File: config.mk
export PLATFORM = sky130hd
export DESIGN_NAME = adam_stream_skid
export DESIGN_NICKNAME = d
export VERILOG_FILES = /design/src/rtl/adam_stream_skid_pkg.sv /design/src/rtl/adam_stream_skid.sv
export SDC_FILE = /design/constraint.sdc
export NUM_CORES = 1
export LEC_CHECK = 0
export BUFFER_PORTS_ARGS = -buffer_cell sky130_fd_sc_hd__buf_2
export CAP_MARGIN = 30
export CORE_MARGIN = 4
export CORE_UTILIZATION = 33
export CTS_CLUSTER_DIAMETER = 50
export DETAILED_ROUTE_END_ITERATION = 12
export PLACE_DENSITY = 0.66
export SLEW_MARGIN = 20
export SYNTH_ARGS = -nofsm -noshare
export SYNTH_HDL_FRONTEND = slang
export SYNTH_SLANG_ARGS = --single-unit
File: constraint.sdc
create_clock -name clk -period 1.5 [get_ports clk]
set_clock_uncertainty 0.15 [all_clocks]
set_input_delay 0.075 -clock clk [delete_from_list [all_inputs] [get_ports clk]]
set_output_delay 0.075 -clock clk [all_outputs]
set_load 0.05 [all_outputs]
File: src/rtl/adam_stream_skid_pkg.sv
// Shared constants for the ADAM stream skid buffer.
package adam_stream_skid_pkg;

    // Default payload width of an ADAM stream word.
    localparam int unsigned DATA_WIDTH_DEFAULT = 32;

endpackage : adam_stream_skid_pkg

File: src/rtl/adam_stream_skid.sv
// Two-entry skid buffer for a valid/ready stream. Every handshake output is a
// flop, so no combinational path crosses between the slv and mst sides.
module adam_stream_skid
    import adam_stream_skid_pkg::*;
#(
    parameter int unsigned DATA_WIDTH = DATA_WIDTH_DEFAULT
) (
    input  logic                  clk,
    input  logic                  rst_n,
    input  logic [DATA_WIDTH-1:0] slv_data,
    input  logic                  slv_valid,
    output logic                  slv_ready,
    output logic [DATA_WIDTH-1:0] mst_data,
    output logic                  mst_valid,
    input  logic                  mst_ready
);

    logic                  out_valid;
    logic [DATA_WIDTH-1:0] out_data;
    logic                  skid_valid;
    logic [DATA_WIDTH-1:0] skid_data;
    // Dedicated flop holding !skid_valid so slv_ready leaves a register directly.
    logic                  ready_q;

    logic in_fire_c;
    logic out_free_c;

    // Handshake qualifiers for the upcoming edge.
    always_comb begin
        in_fire_c  = slv_valid & ready_q;
        out_free_c = ~out_valid | mst_ready;
    end

    // Output and skid register update; the skid word always drains before new input.
    always_ff @(posedge clk or negedge rst_n) begin
        if (!rst_n) begin
            out_valid  <= 1'b0;
            out_data   <= '0;
            skid_valid <= 1'b0;
            skid_data  <= '0;
            ready_q    <= 1'b1;
        end else if (out_free_c) begin
            if (skid_valid) begin
                out_valid  <= 1'b1;
                out_data   <= skid_data;
                skid_valid <= 1'b0;
                ready_q    <= 1'b1;
            end else if (in_fire_c) begin
                out_valid <= 1'b1;
                out_data  <= slv_data;
            end else begin
                out_valid <= 1'b0;
            end
        end else if (in_fire_c) begin
            skid_valid <= 1'b1;
            skid_data  <= slv_data;
            ready_q    <= 1'b0;
        end
    end

    assign slv_ready = ready_q;
    assign mst_valid = out_valid;
    assign mst_data  = out_data;

endmodule : adam_stream_skid

==> qor.txt, run 1 <==
Status: complete, but fails checks
Violated checks: negative setup slack
Met2 routed WL: 2930 um
Peak supply drop: 388 uV
Clk slew on worst S/H paths: 0.07 ns
Max frequency: 610 MHz
Crit Path Max Fanout: 18
WL met1: 2820 um
Clk_lat worst skew: 0.33 ns
Startpoint types: flop
Fraction of layout cells with a size suffix above 1: 65.2%
Top post-synthesis cells by area: dfrtp_1, mux2_2, mux2_4
Final Slew Violations: 0
Most frequent cells in the layout: buf_2, dfrtp_1, mux2_2
Largest area contributor in the netlist: dfrtp_1
FF-to-FF End: mst_data[4]
Tightest Pin Transition: 0.360 ns
Cell Area, Synth: 0.00307 mm^2
DIE WIDTH: 104 um
Io pins: 70
Slew HR: 76.0%
Reg-to-Reg Start: slv_ready
Placed Cells: 359
Max-Cap Viols: 0
Gr usage total: 12.0%
IO Port Bufs: 69
Avg WL per Cell: 15.2 um
Pin count of the biggest net entering global routing: 68
Power per Cell Area: 830 mW/mm^2
Vias in the first global route: 2132
NumNets Final: 333
Reg2reg path depth: 4
Diodes inserted: 0
Starting Density: 34.5%
Synthesis Warnings: 0
Vert. Die Dim: 104 um
Vias: 1882
Highest metal used: met4
Antenna-violating nets left: 0
Syn Nets: 218
Routed vias/inst: 4.59
Final worst-path setup slack: -0.138 ns
Reg2reg setup slack: -0.14 ns
TritonCTS clock tree: yes
Clk sinks: 67
HPWL after DPL: 3930 um
Avg Inst Size Synth: 16.8 um^2
Finish-stage setup viols: 64
H-tree depth: 3
Fin. Hold Viols: 0
CTS root buffer: clkbuf_8
Met3 wire len: 422 um
Critical path type: flop to flop
Synth-to-Final Area Change: 37.4%
CP required: 1.56 ns
Most common cell after layout, fill and taps aside: buf_2
Synth top area share: 53.9%
Minimum clock period after layout: 1.64 ns
# DRC: 0
Worst Path Arrival: 1.70 ns
Initial antenna violation count: 0
Die Area: 0.0109 mm^2
Crit share post-route: 109%
Core box area: 0.00889 mm^2
Final WL: 6250 um
RSZ-0062 raised after global routing: yes
Worst setup EP type: flop
Final Non-Filler Cells: 410
Post-synth cell types: 13
Rows: 34
First drt pass iteration count: 4
Cts bufs inserted: 9
Sequential area share after synthesis: 54.7%
DRT iter0 DRCs: 40
First-pass GRT wire length: 10400 um
Leak Pwr: 0.00221 uW
HP Class: input pin to async pin
Total grt overflow: 0
Mapped Cells: 182
Clock buffer depth: 2
Fin Setup TNS: -7.15 ns
Synthesized flop and latch total: 67
Placer Congestion: 0.674
CP Launch Point: slv_ready
==> routing by layer <==
metal / up-vias / track usage (%)
li1: 878 / -
met3: 9 / 5.09
met1: 946 / 14.6
met5: - / 0
met4: 0 / 3.42
met2: 49 / 19.4
==> worst max path at each step <==
stage                   endpoint  slack [ns]  cells after the start
detailed placement   mst_data[4]       -0.14                      4
global route        mst_data[17]       -0.20                      4
floorplan            mst_data[0]       -0.21                      4
global placement    mst_data[21]       -0.11                      4
finish               mst_data[4]       -0.14                      4
CTS                 mst_data[17]       -0.15                      4
==> logic make-up (layout without fill, tap and decap cells) <==
logic type	after synthesis	in the layout	synth area share, %
mux	96	96	38.9
flops	67	67	54.7
buf+inv	10	130	3.67
simple gates	6	6	1.84
compound gates	3	3	0.857
==> final cells by class <==
cell class | instances | area [um^2]
Timing Repair Buffer | 114 | 868
Multi-Input combinational cell | 105 | 1330
Sequential cell | 67 | 1680
Clock inverter | 5 | 52.6
Clock buffer | 11 | 141
Tap cell | 108 | 135
Fill cell | 786 | 4680
==> Yosys cell counts <==
master and number:
dfrtp_1 66, mux2_2 66, mux2_4 30, buf_6 10, a21oi_1 2, a21oi_4 1
dfstp_2 1, nand2_1 1, nand2b_1 1, nand3_4 1, nor2_1 1, nor2_4 1
nor2b_4 1
==> repair_timing <==
item                                   4_1_cts  5_1_grt
resized for setup                           12        6
hold buffers                                35        0
setup buffers                                0        0
endpoints found under the hold margin      134        0
setup endpoints to repair                   65       65
==> stage by stage <==
stage	setup slack, ns	hold slack [ns]	cell area [um^2]	total power, uW	utilization (%)
2_1_floorplan	-0.209	-0.371	3070	1880	-
3_3_place_gp	-0.115	-0.0253	3600	1980	40.5
3_5_place_dp	-0.136	-0.0215	3600	1990	40.5
4_1_cts	-0.148	0.153	4190	3550	47.1
5_1_grt	-0.196	0.170	4210	3650	47.4
6_report	-0.138	0.146	4210	3500	47.4
==> registers in the layout (all words and copies together) (netlist names) <==
name / count
skid_valid: 1
slv_ready: 1
mst_valid: 1
skid_data: 32
mst_data: 32
==> worst max-delay path, stage by stage, from the launching register on <==
cell     delay, ns
dfstp_4       0.63
a21oi_4       0.06
nor2_4        0.14
buf_12        0.18
mux2_2        0.35
==> where the power goes <==
group | switching (uW) | internal (uW)
clock | 673 | 805
combinational | 84.3 | 131
sequential | 0 | 1810
total | 757 | 2740
Note: power is estimated with default switching activity, not from simulation.
==> run 2: changes to the inputs <==
Settings changed: ABC_AREA set to 1.
==> run 2 against run 1 <==
Net effect: the run now ends clean; register-to-register slack improved by 0.30 ns; clock power is 11% lower; highest routed layer unchanged; total power is 140% higher; via count grew 47%; die area down 0.56%; critical path type is now flop to output port.
==> qor.txt, run 2 <==
Status: finished clean
Sequential area share after synthesis: 55.0%
Reg2reg setup slack: 0.16 ns
Largest stage delay on the critical path: 0.58 ns
Post-Synth XOR/XNOR Area: 0%
Clk slew on worst S/H paths: 0.07 ns
CTS root buffer: clkbuf_8
Pre-CTS setup slack: 0.0665 ns
Total grt overflow: 0
Worst Path Arrival: 1.21 ns
Placer Congestion: 0.739
Clock buffer depth: 2
Count leader, synth: nand2_1
Peak supply drop: 862 uV
Tightest Pin Transition: 0.456 ns
Startpoint types: flop
Layout fillers: 897
Max-Cap Viols: 0
Crit Path Max Fanout: 4
Final worst-path setup slack: 0.0607 ns
Core box area: 0.00885 mm^2
Mapped Cells: 390
Worst setup EP type: output port
Synth async-reset ratio: 100%
Max frequency: 695 MHz
Reg2reg path depth: 5
Top FF cell, synth: dfrtp_1
Top post-synthesis cells by area: dfrtp_1, nand2_1, nand3_1
Multiplexer share of the synthesized area: 0%
Finish-stage setup viols: 0
Diodes inserted: 0
Minimum clock period after layout: 1.44 ns
H-tree depth: 3
Final WL: 7670 um
Synthesis Warnings: 0
Synth-to-Final Area Change: 33.3%
DRT iter0 DRCs: 90
Slowest cell on crit path: dfstp_2
Final Non-Filler Cells: 610
Antenna-violating nets left: 0
Clk sinks: 67
Most frequent cells in the layout: nand2_1, buf_2, dfrtp_1
# DRC: 0
Critical path type: flop to output port
Io pins: 70
Buffers and inverters on the worst path: 1
Placed Cells: 560
Cts bufs inserted: 9
Fin Setup TNS: 0 ns
Avg WL per Cell: 12.6 um
Final Util: 45.9%
Vias: 2767
FF-to-FF End: mst_data[14]
Pin count of the biggest net entering global routing: 34
Power per Cell Area: 2060 mW/mm^2
Post-CTS setup buffer count: 0
Adder-cell area share of the yosys netlist: 0%
Die Area: 0.0108 mm^2
IO Port Bufs: 69
Fin. Hold Viols: 0
Cell Area, Synth: 0.00305 mm^2
NumNets Final: 534
Fraction of layout cells with a size suffix above 1: 21.1%
TritonCTS clock tree: yes
Synth top area share: 54.2%
Reg-to-Reg Start: slv_ready
Gr usage total: 15.4%
Vert. Die Dim: 104 um
Slew HR: 69.5%
First-pass GRT wire length: 13500 um
Avg Inst Size Synth: 7.82 um^2
CP Capture Point: slv_ready
Min Hold Slack: 0.0539 ns
Post-Synth Simple-Gate Area: 38.9%
Crit share post-route: 96.0%
Initial antenna violation count: 0
Post-synth EDFFs: 0
Rows: 34
Largest area contributor in the netlist: dfrtp_1
Vias in the first global route: 2808
Synthesized flop and latch total: 67
Final Slew Violations: 0
Leak Pwr: 0.00230 uW
Critical-path cell list: buf_2
Syn Nets: 426
Critical Path Stages: 1
HPWL after DPL: 5160 um
CP required: 1.27 ns
Compound-gate portion of the synthesized area: 0.328%
First drt pass iteration count: 4
HP Class: input pin to flop
Clk_lat worst skew: 0.34 ns
Main combinational cell family by area after synthesis: simple AND/OR/NAND/NOR gates
DIE WIDTH: 104 um
Most common cell after layout, fill and taps aside: nand2_1
Post-synth top cells: nand2_1, dfrtp_1, nand3_1
Starting Density: 34.4%
Cell family with most CP delay: flip-flops
CP Launch Point: slv_ready
Routed vias/inst: 4.54
Post-synth cell types: 14
RSZ-0062 raised after global routing: no
run 2: cell types whose count changed after synthesis, moves of 3 or more:
cell     change
mux2_4      -30
buf_4        +5
buf_2       +11
nand2_4      +3
mux2_2      -66
buf_6        -4
nand3_1     +32
nand2_1    +257
run 2: area by class of cell:
class                           instances  area (um^2)  share of cell area (%)
Tap cell                              108          135                    3.33
Inverter                                3         13.8                   0.339
Clock buffer                           10          138                    3.39
Clock inverter                          5         30.0                   0.739
Sequential cell                        67         1680                    41.3
Multi-Input combinational cell        298         1210                    29.8
Timing Repair Buffer                  119          858                    21.1
run 2: power breakdown:
group	switching, uW	internal, uW	total [uW]
Sequential	462	2660	3130
Clock	691	626	1320
Combinational	2900	1050	3950
Total	4050	4340	8390
run 2: routing by layer:
layer / track usage (%) / part of all wire (%) / wire length [um]
met2: 23.8 / 47 / 3570
met4: 5.32 / 0.63 / 48
met1: 20.2 / 47 / 3570
met5: 0 / 0 / 0
met3: 5.15 / 6.2 / 474
run 2: what timing repair did:
action / CTS / global route
resized for setup: 0 / 1
hold endpoints to repair: 132 / 0
endpoints found under the setup margin: 0 / 18
hold buffers: 35 / 0
run 2: logic make-up after synthesis:
| family | count (synthesis) |
|---|---|
| compound gates | 2 |
| buf+inv | 25 |
| flops | 67 |
| simple gates | 296 |
run 2: worst min-delay path by stage:
stage	from	end	slack, ns	cells past startpoint
CTS	mst_ready	skid_valid	0.01	4
global placement	rst_n	skid_data[18]	-0.18	1
global route	mst_ready	skid_valid	0.08	4
finish	mst_ready	skid_valid	0.05	4
floorplan	rst_n	mst_data[0]	-0.37	0
detailed placement	rst_n	mst_data[18]	-0.17	1
run 2: metrics by stage:
| stage | cell area, um^2 | total power, uW |
|---|---|---|
| finish | 4060 | 8390 |
| global route | 4060 | 9000 |
| CTS | 4050 | 8470 |
| detailed placement | 3540 | 7050 |
| global placement | 3540 | 6960 |
| floorplan | 3050 | 6060 |
